`config.mk`:
```
export PLATFORM = sky130hd
export DESIGN_NAME = unpacked_rr_arbiter
export DESIGN_NICKNAME = d
export VERILOG_FILES = /design/src/rtl/unpacked_arb_pkg.sv /design/src/rtl/unpacked_rr_arbiter_rr_pick.sv /design/src/rtl/unpacked_rr_arbiter.sv
export SDC_FILE = /design/constraint.sdc
export NUM_CORES = 1
export LEC_CHECK = 0
export CORE_MARGIN = 10
export CORE_UTILIZATION = 45
export DETAILED_ROUTE_END_ITERATION = 6
export PLACE_DENSITY = 0.9
export SYNTH_ARGS = -nofsm -noshare
export SYNTH_HDL_FRONTEND = slang
export SYNTH_SLANG_ARGS = --single-unit
```
`constraint.sdc`:
```
create_clock -name clock -period 2.62 [get_ports clock]
set_input_delay 0.262 -clock clock [delete_from_list [all_inputs] [get_ports clock]]
set_output_delay 0.262 -clock clock [all_outputs]
set_load 0.03 [all_outputs]
```
`src/rtl/unpacked_arb_pkg.sv`:
```
// Shared types and helpers for the round-robin arbiter with unpacked per-lane ports.
package unpacked_arb_pkg;

  typedef enum logic {EMPTY = 1'b0, FULL = 1'b1} arb_state_t;

  // Index that follows i in a ring of n lanes.
  function automatic int next_idx(input int i, input int n);
    return (i == n - 1) ? 0 : i + 1;
  endfunction

endpackage

```
`src/rtl/unpacked_rr_arbiter_rr_pick.sv`:
```
// Rotating-priority picker: first valid lane at or after ptr, wrapping N-1 -> 0.
module rr_pick #(
  parameter int N  = 4,
  parameter int PW = (N > 1) ? $clog2(N) : 1
) (
  input  logic          valid [N],
  input  logic [PW-1:0] ptr,
  output logic [PW-1:0] winner,
  output logic          any_valid
);

  logic [PW-1:0] idx;

  always_comb begin
    winner    = '0;
    any_valid = 1'b0;
    idx       = '0;
    for (int k = 0; k < N; k++) begin
      idx = PW'((int'(ptr) + k) % N);
      if (!any_valid && valid[idx]) begin
        winner    = idx;
        any_valid = 1'b1;
      end
    end
  end

endmodule

```
`src/rtl/unpacked_rr_arbiter.sv`:
```
// Round-robin arbiter sharing one registered output channel among N lanes,
// with saturating per-lane grant counters.
//
//   state | meaning
//   EMPTY | output register holds no word; any winner may load
//   FULL  | output register holds a word; reload only when consumer takes it
module unpacked_rr_arbiter
  import unpacked_arb_pkg::*;
#(
  parameter int N  = 4,
  parameter int W  = 8,
  parameter int CW = 8,
  parameter int PW = (N > 1) ? $clog2(N) : 1
) (
  input  logic          clock,
  input  logic          reset,
  input  logic          req_valid [N],
  input  logic [W-1:0]  req_data  [N],
  output logic          req_ready [N],
  output logic          out_valid,
  output logic [W-1:0]  out_data,
  output logic [PW-1:0] out_id,
  input  logic          out_ready,
  output logic [CW-1:0] grant_cnt [N]
);

  arb_state_t    state;
  logic [PW-1:0] ptr;
  logic [PW-1:0] winner;
  logic          any_valid;
  logic          can_load;
  logic          xfer;

  rr_pick #(.N(N), .PW(PW)) u_pick (
    .valid     (req_valid),
    .ptr       (ptr),
    .winner    (winner),
    .any_valid (any_valid)
  );

  assign can_load  = (state == EMPTY) | out_ready;
  // No acceptance while reset is held: the word would be dropped on the floor.
  assign xfer      = can_load & any_valid & ~reset;
  assign out_valid = (state == FULL);

  always_comb begin
    for (int i = 0; i < N; i++) begin
      req_ready[i] = xfer & (winner == PW'(i));
    end
  end

  always_ff @(posedge clock or posedge reset) begin
    if (reset) begin
      state    <= EMPTY;
      ptr      <= '0;
      out_data <= '0;
      out_id   <= '0;
    end else begin
      if (xfer) begin
        out_data <= req_data[winner];
        out_id   <= winner;
        ptr      <= PW'(next_idx(int'(winner), N));
        state    <= FULL;
      end else if (out_ready) begin
        state <= EMPTY;
      end
    end
  end

  always_ff @(posedge clock or posedge reset) begin
    if (reset) begin
      for (int i = 0; i < N; i++) grant_cnt[i] <= '0;
    end else begin
      for (int i = 0; i < N; i++) begin
        if (xfer && (winner == PW'(i)) && (grant_cnt[i] != {CW{1'b1}}))
          grant_cnt[i] <= grant_cnt[i] + 1'b1;
      end
    end
  end

endmodule
```
==> results.md <==
* Status: complete, no violations
* Fmax at 0.4233 GHz
* Die Width at 93.65 um
* Reg2Reg Setup Slack at 0.52 ns
* # IOs at 86
* CTS hold repair buffers at 0
* Synth top area share at 46.13%
* Final HPWL DP at 5235 um
* Setup TNS at 0 ns
* Slew margin rel. at 50.73%
* Synth Cell Area at 0.002441 sq mm
* Slew Limit Fails at 0
* Leading area contributor after synthesis: dfrtp_1
* EDFF count, synth at 0
* Htree depth at 2
* Number of global-route vias before repair at 2231
* Final min period at 2.362 ns
* CTS tree: yes
* DRC at 0
* Via/cell ratio at 5.530
* Crit. End Element: primary output
* Grt total ovfl at 0
* Port Buffers at 85
* Fillers at 406
* Max capacitance violation total at 0
* Final hold slack at 0.2223 ns
* CP Data Arrival Time at 2.10 ns
* Synth Warn # at 0
* Worst hold path type: in -> async
* Starting density of the core at 47.19%
* Leak Pwr at 0.001493 uW
* Die area at 0.008770 sq mm
* Least-Margin Pin Slew at 0.7391 ns
* Clock Pin Slew Worst Setup and Hold Paths at 0.08 ns
* Kind of critical path: in -> out
* Antenna-violating nets left at 0
* Peak VDD IR at 0.7468 mV
* GRT Util Overall at 15.83%
* Most frequent cell after synthesis: dfrtp_1
* Fraction of layout cells with a size suffix above 1 at 11.82%
* Pwr dens at 810.1 mW/mm^2
* Avg Cell Area, Syn at 10.34 sq um
* Starting DRT DRC Count at 132
* Clock skew at 0.01081 ns
* Final setup fails at 0
* TritonCTS Buffers at 5
* Final period utilization at 90.17%
* Worst skew pair latency at 0.30 ns
* Antenna Cells at 0
* Commonest cells in the netlist: dfrtp_1, a21oi_1, nand2_1, nor2_1, xnor2_1
* Register area share after synthesis at 46.13%
* Critical Path RT at 2.36 ns
* Maximum root-to-sink buffer count at 2
* Fin area at 0.003508 sq mm
* Register bit total from synthesis at 45
* Area Overhead vs Synth at 43.72%
* Library cells used by synthesis at 46
* Root Buffer Master: clkbuf_8
* Drt total wl at 6972 um
* CP Launch Type: input port
* Top cells by area, synth: dfrtp_1, xnor2_1, a21oi_1
* CORE AREA at 0.005172 sq mm
* Final hold violations at 0
* Syn_nets at 279
* Die Ht at 93.65 um
* Syn Inst Count at 236
* Pwr Total at 2842 uW
* DRT Pass-1 Iters at 4
* RSZ-0062 raised after global routing: false
* Gp weighted congestion at 0.8466
* Total via count in the routed design at 2212
* First-pass GRT wire length at 11270 um
* Nets at 372
* Antenna violations before repair at 0
* Standard-cell row count at 26
* Worst-path maximum fanout at 14
* Multi-input logic area at 0.001224 sq mm
* DP Area at 0.003390 sq mm
* Clock sink count at 45
* Largest net degree at the start of global routing at 45
* Post-synth top flop: dfrtp_1
* Register area at 0.001126 sq mm
* Routed len/inst at 17.43 um
* Ys async rst share at 100.0%
[sequential cells by signal, indices dropped and copies added (netlist names)]
register / flops
grant_cnt: 32
out_data: 8
out_id: 2
out_valid: 1
ptr: 2
[cells by family (layout without fill, tap and decap cells)]
| group | after synthesis | after routing | synth area share, % |
|---|---|---|---|
| and+or+nand+nor | 100 | 100 | 24.50 |
| DFF | 45 | 45 | 46.13 |
| adders and majority gates | 4 | 4 | 2.050 |
| muxes | 8 | 8 | 3.844 |
| xor gates and xnor gates | 24 | 24 | 8.611 |
| AOI/OAI and AO/OA | 40 | 40 | 11.12 |
| buffers and inverters | 15 | 109 | 3.741 |
[cell usage in the layout, fill, tap and decap left out, types with 2 or more instances in the layout]
cell,netlist,final
nor2b_1,2,2
clkbuf_8,0,6
a21oi_1,20,20
nand3_1,10,10
nor2_1,17,17
ha_1,4,4
xnor2_1,16,16
xor2_1,8,8
and4_1,4,4
nor4_1,3,3
and3_1,7,7
nand2b_1,7,7
buf_4,3,15
and2_1,2,2
or4_4,2,2
a21o_1,2,2
nor3_1,6,6
nand4_1,11,11
inv_1,4,3
nor4_2,2,2
clkdlybuf4s50_1,0,81
o21ai_0,4,4
mux2_1,2,2
dfrtp_1,45,45
mux2_2,5,5
nand2_1,17,17
a222oi_1,8,8
[per-stage QoR]
step | worst slack [ns] | utilization [%] | instances
after floorplan | 0.07249 | - | 236
after CTS | 0.04716 | 67.78 | 400
after detailed placement | 0.1090 | 65.53 | 392
after global placement | 0.09509 | 65.53 | 392
final | 0.2575 | 67.83 | 400
after global routing | 0.1621 | 67.83 | 400
[worst max-delay path: stages]
cell             delay, ns
clkdlybuf4s50_1       0.47
or4_4                 0.58
and3_1                0.21
buf_4                 0.21
nand4_4               0.14
nor2_1                0.06
buf_4                 0.17
[worst paths after layout]
kind | from | endpoint | cells past startpoint
setup / recovery | req_valid[3] | req_ready[2] | 7
hold / removal | reset | out_valid | 2
setup reg to reg | ptr[1] | grant_cnt[30] | 6
hold reg to reg | out_id[0] | out_id[0] | 2
max in group asynchronous | reset | grant_cnt[9] | 3
min in group clock | out_id[0] | out_id[0] | 2
[power by group]
| part | leakage [uW] | internal (uW) | total [uW] | switching [uW] |
|---|---|---|---|---|
| Combinational | 0.000863 | 545 | 1220 | 679 |
| Sequential | 0.000572 | 858 | 1070 | 212 |
| Clock | 0.0000585 | 311 | 548 | 236 |
[layer usage]
metal  vias up  part of all wire (%)  GRT usage, %
met5         -                     0             0
met4         0                  0.98         4.304
met3         6                   7.1         5.036
met2        60                    51         27.03
met1      1093                    41         18.67
li1       1053                     -             -
[final cells by class]
type | instances | share of cell area, %
multi-input cells | 176 | 34.88
well taps | 70 | 2.496
clock inverters | 1 | 0.8559
inverters | 4 | 0.5350
repair buffers | 97 | 26.68
flip-flops and latches | 45 | 32.10
clock buffers | 7 | 2.461
[timing repair]
item | CTS | global route
endpoints found under the setup margin | 0 | 1
buffers inserted | 0 | 0
gates resized for setup | 0 | 1
Note: power is estimated with default switching activity, not from simulation.
